===== config.mk =====
export PLATFORM = sky130hd
export DESIGN_NAME = double_pulse_meas
export DESIGN_NICKNAME = d
export VERILOG_FILES = /design/src/rtl/double_pulse_meas.sv
export SDC_FILE = /design/constraint.sdc
export NUM_CORES = 1
export LEC_CHECK = 0
export ABC_AREA = 0
export BUFFER_PORTS_ARGS = -buffer_cell sky130_fd_sc_hd__buf_4
export CORE_ASPECT_RATIO = 1.2
export CORE_MARGIN = 5
export CORE_UTILIZATION = 57
export DETAILED_ROUTE_END_ITERATION = 10
export PLACE_DENSITY = 0.79
export SETUP_SLACK_MARGIN = 0.15
export SYNTH_ARGS = -nofsm -noshare
export SYNTH_HDL_FRONTEND = slang
export SYNTH_SLANG_ARGS = --single-unit

===== constraint.sdc =====
create_clock -name clk -period 2.8 [get_ports clk]
set_clock_uncertainty 0.15 [all_clocks]
set_input_delay 0 -clock clk [delete_from_list [all_inputs] [get_ports clk]]
set_output_delay 0 -clock clk [all_outputs]
set_load 0.02 [all_outputs]

===== src/rtl/double_pulse_meas.sv =====
// -----------------------------------------------------------------------------
// double_pulse_meas
//
// Timestamps a double-pulse burst on an asynchronous GPIO input relative to a
// start trigger. A falling edge on startclock arms the block and restarts the
// timebase. The first four pulse edges after arming (rise1, fall1, rise2, fall2)
// are captured into shadow registers. All four are published together, with a
// one-cycle meas_valid strobe, once fall2 is seen. An incomplete capture is
// aborted TIMEOUT cycles after arming and raises the sticky timeout_err.
//
// Ports:
//   clk          system clock
//   rst          synchronous, active-high reset
//   startclock   asynchronous trigger; a falling edge arms or re-arms a capture
//   pulse_in     asynchronous pulse input being measured
//   t_rise1      timestamp of the first rising edge  (CNT_W bits)
//   t_fall1      timestamp of the first falling edge (CNT_W bits)
//   t_rise2      timestamp of the second rising edge (CNT_W bits)
//   t_fall2      timestamp of the second falling edge (CNT_W bits)
//   meas_valid   one-cycle strobe when all four timestamps update
//   busy         high while a capture is armed
//   timeout_err  sticky abort flag, cleared by the next arm
// -----------------------------------------------------------------------------
module double_pulse_meas #(
   parameter int CNT_W       = 32,
   parameter int TIMEOUT     = 50000000,
   parameter int SYNC_STAGES = 2
) (
   input  logic             clk,
   input  logic             rst,
   input  logic             startclock,
   input  logic             pulse_in,
   output logic [CNT_W-1:0] t_rise1,
   output logic [CNT_W-1:0] t_fall1,
   output logic [CNT_W-1:0] t_rise2,
   output logic [CNT_W-1:0] t_fall2,
   output logic             meas_valid,
   output logic             busy,
   output logic             timeout_err
);

   typedef enum logic [2:0] {
      IDLE,
      W_R1,
      W_F1,
      W_R2,
      W_F2
   } state_t;

   localparam logic [CNT_W-1:0] LP_CNT_MAX  = {CNT_W{1'b1}};
   localparam logic [CNT_W-1:0] LP_TO_LAST  = CNT_W'(TIMEOUT - 1);

   // Synchronizers and edge-history flops
   logic [SYNC_STAGES-1:0] r_trig_sync;
   logic [SYNC_STAGES-1:0] r_pulse_sync;
   logic                   r_trig_hist;
   logic                   r_pulse_hist;

   logic w_trig_fall;
   logic w_pulse_rise;
   logic w_pulse_fall;

   // FSM
   state_t r_state;
   state_t w_state_nxt;

   logic w_arm;
   logic w_cap_r1;
   logic w_cap_f1;
   logic w_cap_r2;
   logic w_done;
   logic w_abort;
   logic w_at_limit;
   logic w_busy;

   // Datapath
   logic [CNT_W-1:0] r_cnt;
   logic [CNT_W-1:0] r_sh_r1;
   logic [CNT_W-1:0] r_sh_f1;
   logic [CNT_W-1:0] r_sh_r2;
   logic [CNT_W-1:0] r_t_rise1;
   logic [CNT_W-1:0] r_t_fall1;
   logic [CNT_W-1:0] r_t_rise2;
   logic [CNT_W-1:0] r_t_fall2;
   logic             r_meas_valid;
   logic             r_timeout_err;

   // --------------------------------------------------------------------------
   // Input synchronization. Both inputs see the same pin-to-detect latency, so
   // the offset cancels out of every timestamp and is left uncompensated.
   // --------------------------------------------------------------------------
   always_ff @(posedge clk) begin
      // NOTE: sequential state is always assigned with <= so that every flop
      // samples the pre-edge values of its neighbours, like real hardware.
      if (rst) begin
         r_trig_sync  <= '0;
         r_pulse_sync <= '0;
         r_trig_hist  <= 1'b0;
         r_pulse_hist <= 1'b0;
      end else begin
         r_trig_sync  <= {r_trig_sync[SYNC_STAGES-2:0], startclock};
         r_pulse_sync <= {r_pulse_sync[SYNC_STAGES-2:0], pulse_in};
         r_trig_hist  <= r_trig_sync[SYNC_STAGES-1];
         r_pulse_hist <= r_pulse_sync[SYNC_STAGES-1];
      end
   end

   assign w_trig_fall  =  r_trig_hist  & ~r_trig_sync[SYNC_STAGES-1];
   assign w_pulse_rise = ~r_pulse_hist &  r_pulse_sync[SYNC_STAGES-1];
   assign w_pulse_fall =  r_pulse_hist & ~r_pulse_sync[SYNC_STAGES-1];

   assign w_busy     = (r_state != IDLE);
   assign w_at_limit = (r_cnt == LP_TO_LAST);

   // --------------------------------------------------------------------------
   // FSM state register
   // --------------------------------------------------------------------------
   always_ff @(posedge clk) begin
      if (rst) begin
         r_state <= IDLE;
      end else begin
         r_state <= w_state_nxt;
      end
   end

   // --------------------------------------------------------------------------
   // FSM next-state and control decode. A trigger fall overrides everything,
   // including a pulse edge in the same cycle. In a wait state the expected
   // edge beats the timeout, so fall2 on the last cycle still completes.
   // --------------------------------------------------------------------------
   always_comb begin
      // NOTE: every output of this block gets a default first, so no path
      // leaves a signal unassigned and no latch is inferred.
      w_state_nxt = r_state;
      w_arm       = 1'b0;
      w_cap_r1    = 1'b0;
      w_cap_f1    = 1'b0;
      w_cap_r2    = 1'b0;
      w_done      = 1'b0;
      w_abort     = 1'b0;

      if (w_trig_fall) begin
         w_arm       = 1'b1;
         w_state_nxt = W_R1;
      end else begin
         unique case (r_state)
            IDLE: begin
               w_state_nxt = IDLE;
            end
            W_R1: begin
               if (w_pulse_rise) begin
                  w_cap_r1    = 1'b1;
                  w_state_nxt = W_F1;
               end else if (w_at_limit) begin
                  w_abort     = 1'b1;
                  w_state_nxt = IDLE;
               end
            end
            W_F1: begin
               if (w_pulse_fall) begin
                  w_cap_f1    = 1'b1;
                  w_state_nxt = W_R2;
               end else if (w_at_limit) begin
                  w_abort     = 1'b1;
                  w_state_nxt = IDLE;
               end
            end
            W_R2: begin
               if (w_pulse_rise) begin
                  w_cap_r2    = 1'b1;
                  w_state_nxt = W_F2;
               end else if (w_at_limit) begin
                  w_abort     = 1'b1;
                  w_state_nxt = IDLE;
               end
            end
            W_F2: begin
               if (w_pulse_fall) begin
                  w_done      = 1'b1;
                  w_state_nxt = IDLE;
               end else if (w_at_limit) begin
                  w_abort     = 1'b1;
                  w_state_nxt = IDLE;
               end
            end
            default: begin
               w_state_nxt = IDLE;
            end
         endcase
      end
   end

   // --------------------------------------------------------------------------
   // Timebase, shadow captures and published results
   // --------------------------------------------------------------------------
   always_ff @(posedge clk) begin
      if (rst) begin
         r_cnt         <= '0;
         r_sh_r1       <= '0;
         r_sh_f1       <= '0;
         r_sh_r2       <= '0;
         r_t_rise1     <= '0;
         r_t_fall1     <= '0;
         r_t_rise2     <= '0;
         r_t_fall2     <= '0;
         r_meas_valid  <= 1'b0;
         r_timeout_err <= 1'b0;
      end else begin
         r_meas_valid <= w_done;

         // Counter restarts on arm, saturates instead of wrapping, holds in IDLE.
         if (w_arm) begin
            r_cnt <= '0;
         end else if (w_busy && (r_cnt != LP_CNT_MAX)) begin
            r_cnt <= r_cnt + 1'b1;
         end

         // A re-arm throws away a partial capture.
         if (w_arm) begin
            r_sh_r1 <= '0;
            r_sh_f1 <= '0;
            r_sh_r2 <= '0;
         end else begin
            if (w_cap_r1) r_sh_r1 <= r_cnt;
            if (w_cap_f1) r_sh_f1 <= r_cnt;
            if (w_cap_r2) r_sh_r2 <= r_cnt;
         end

         // Outputs move only together, so they always describe one burst.
         // fall2 goes straight from the counter; it has no shadow of its own.
         if (w_done) begin
            r_t_rise1 <= r_sh_r1;
            r_t_fall1 <= r_sh_f1;
            r_t_rise2 <= r_sh_r2;
            r_t_fall2 <= r_cnt;
         end

         if (w_arm) begin
            r_timeout_err <= 1'b0;
         end else if (w_abort) begin
            r_timeout_err <= 1'b1;
         end
      end
   end

   assign t_rise1     = r_t_rise1;
   assign t_fall1     = r_t_fall1;
   assign t_rise2     = r_t_rise2;
   assign t_fall2     = r_t_fall2;
   assign meas_valid  = r_meas_valid;
   assign busy        = w_busy;
   assign timeout_err = r_timeout_err;

endmodule


==> flow_summary.ini <==
[run_status]
status = finished, final reports clean

[floorplanning]
die-width_um = 131
ioPinCount = 135
initial_core_util = 0.573
dieHeight_um = 155
core_area_um2 = 17400
dieArea_um2 = 20200
rows = 53

[final_layout]
area_delta_synth_final_pct = 20.6
fin_nets = 1343
insertedDiodeCount = 0
final_area_um2 = 12000
fillCellCount = 1491
drive_gt1_frac = 0.179

[drt]
final_antenna_net_count = 0
drc_errors = 0
first_pass_iters = 5
wl_per_cell_um = 16.9
routed_via_density = 5.57
drt-total-wl_um = 26700
dr_total_vias = 8789
drtIter0Drc = 749

[yosys]
ys.flop_type = dfxtp_1
syn_inst = 1250
synth_area_um2 = 9960
yosys_warnings = 0
synth_top_area_share = 0.537
synth_compound_area_frac = 0.163
synth-seq-cells = 267
synthTopCellsByCount = nand2_1 (463), dfxtp_1 (267), a21oi_1 (240)
synthAdderAreaFrac = 0.00126
post-synth-top-count-cell = nand2_1
synth_area_leaders = dfxtp_1 (54%), nand2_1 (17%), a21oi_1 (12%), clkbuf_1 (3.0%), or3_1 (1.0%)
synth_simple_gate_area_frac = 0.242
synth.mux.area_fraction = 0
post_synth.cell_area_avg_um2 = 7.96
synth_edf_count = 0
synth_top_area_cell = dfxtp_1
synth-async-reset-ratio = 0
synth_xor_area_frac = 0.00616
yosysSeqAreaShare = 0.537
synth_cell_types = 59
syn_nets = 1255
synth_top_family_by_area = simple AND/OR/NAND/NOR gates

[setup_path]
crit_buf_inv = 0
cp_max_fo = 10
slowest_stage = dfxtp_1
critPathTopFamily = simple AND/OR/NAND/NOR gates
start_kind = flop
path_cells = ha_1 > nand4_1 > nor2_4 > o31ai_4 > or3_2 > a21oi_1
slowest_delay_ps = 540
required_ps = 3100
critPathArrivalTime_ps = 2730
critPathCaptureType = flop
critPathKind = reg2reg

[place]
io_buffers = 134
placed_cell_area_um2 = 11100
dp_hpwl_um = 17400
gp_congestion = 0.918

[sta]
hold_viol = 0
post-route-min-period_ps = 2430
maxSlewHeadroom = 0.373
slew_violations = 0
max_freq_mhz = 412
rsz0062_at_grt = no
fin_crit_sh = 0.867
worst_pin_slew_ps = 941
setup_viol = 0
setup_tns_ps = 0

[cts]
clk_pin_slew_ps = 60
cts.sinks = 267
cts_tree = built
clock_path_buffers = 3
htree_levels = 1
insertion_delay_ps = 520
numCtsBuffers = 26
cts_root_buf = clkbuf_16

[global_routing]
overflow = 0
grtUsageTotal = 0.258
grt_first_pass_wirelength_um = 42500
first_global_vias = 8258
antenna_found_initial = 0
grt_max_degree = 94

[pwr]
power_density_nw_per_um2 = 626
leakagePower_nw = 4.23
ir_drop_mv = 0.473

[flow_run]
drv_cap = 0

[min_path]
hold_path_class = in2reg
what timing repair did:
| action | in CTS | in global routing |
|---|---|---|
| setup endpoints to repair | 0 | 4 |
| gates resized for setup | 0 | 1 |
| setup buffers | 0 | 2 |
| endpoints found under the hold margin | 45 | 0 |
| hold buffers | 3 | 0 |
worst min-delay path: stages:
cell           delay (ps)
dlygate4sd3_1         520
buf_4                 100
nor2b_1               120
logic make-up (layout without fill, tap and decap cells):
| family | count (synthesis) | count (layout) |
|---|---|---|
| buf+inv | 115 | 222 |
| simple gates | 568 | 568 |
| fa+ha+maj | 1 | 1 |
| flops | 267 | 267 |
| compound gates | 292 | 292 |
| xor+xnor | 7 | 7 |
metal layers:
metal	vias to the layer above	wire length [um]	track usage
met2	315	13100	0.428
met1	4123	11000	0.345
met3	52	1770	0.0352
met5	-	0	0
met4	0	813	0.0892
li1	4299	-	-
sequential cells by signal, indices dropped and copies added (netlist names), 32 cells and up:
| signal | cells |
|---|---|
| r_cnt | 32 |
| t_fall1 | 32 |
| r_sh_r1 | 32 |
| t_rise1 | 32 |
| r_sh_f1 | 32 |
| t_rise2 | 32 |
| t_fall2 | 32 |
| r_sh_r2 | 32 |
power by group:
part	total [mW]	internal (mW)	switching, mW	leakage [nW]
combinational	0.0940	0.0171	0.0770	1.65
sequential	3.81	3.80	0.00400	2.15
clock	3.62	2.17	1.44	0.437
metrics by stage:
step	total power [mW]	utilization	setup WS [ps]	hold WS (ps)	instances
after floorplan	3.96	-	683	-21.8	1250
after global placement	3.98	0.636	410	74.0	1525
after detailed placement	3.98	0.636	244	68.3	1525
after CTS	7.56	0.690	230	81.9	1575
after global routing	7.73	0.691	221	146	1577
final	7.52	0.691	373	111	1577
path summary, 6_finish.rpt:
path                   startpoint               to  slack (ps)  depth (start not counted)
hold reg to reg   r_pulse_sync[0]  r_pulse_sync[1]         290                          1
setup / recovery         r_cnt[0]        r_cnt[22]         370                          6
setup reg to reg         r_cnt[0]        r_cnt[22]         370                          6
hold / removal           pulse_in  r_pulse_sync[0]         110                          3
placed cells by master, fill, tap and decap left out, drive strengths merged, types with 2 or more instances in the layout:
cell type and instances:
o311ai 4, inv 5, xnor2 2, clkinv 5, nand2b 2, o21ai 21
bufinv 3, or4 6, or3 19, dlygate4sd3 3, and3 5, nand4 11
nor4 4, clkinvlp 2, nand3 13, nor3 7, clkbuf 37, dfxtp 267
nor2 19, o21a 3, xor2 5, o31ai 5, o211ai 6, and4 4
a21oi 246, o2111ai 2, buf 167, nor2b 10, nand4b 2, nand2 463
final cells by class:
class	instances	area, um2	area share
repair buffers	170	1350	0.112
multi-input cells	868	4120	0.343
well taps	220	275	0.0229
clock inverters	10	134	0.0112
inverters	5	18.8	0.00156
flip-flops and latches	267	5350	0.445
clock buffers	37	763	0.0636
Note: power is estimated with default switching activity, not from simulation.
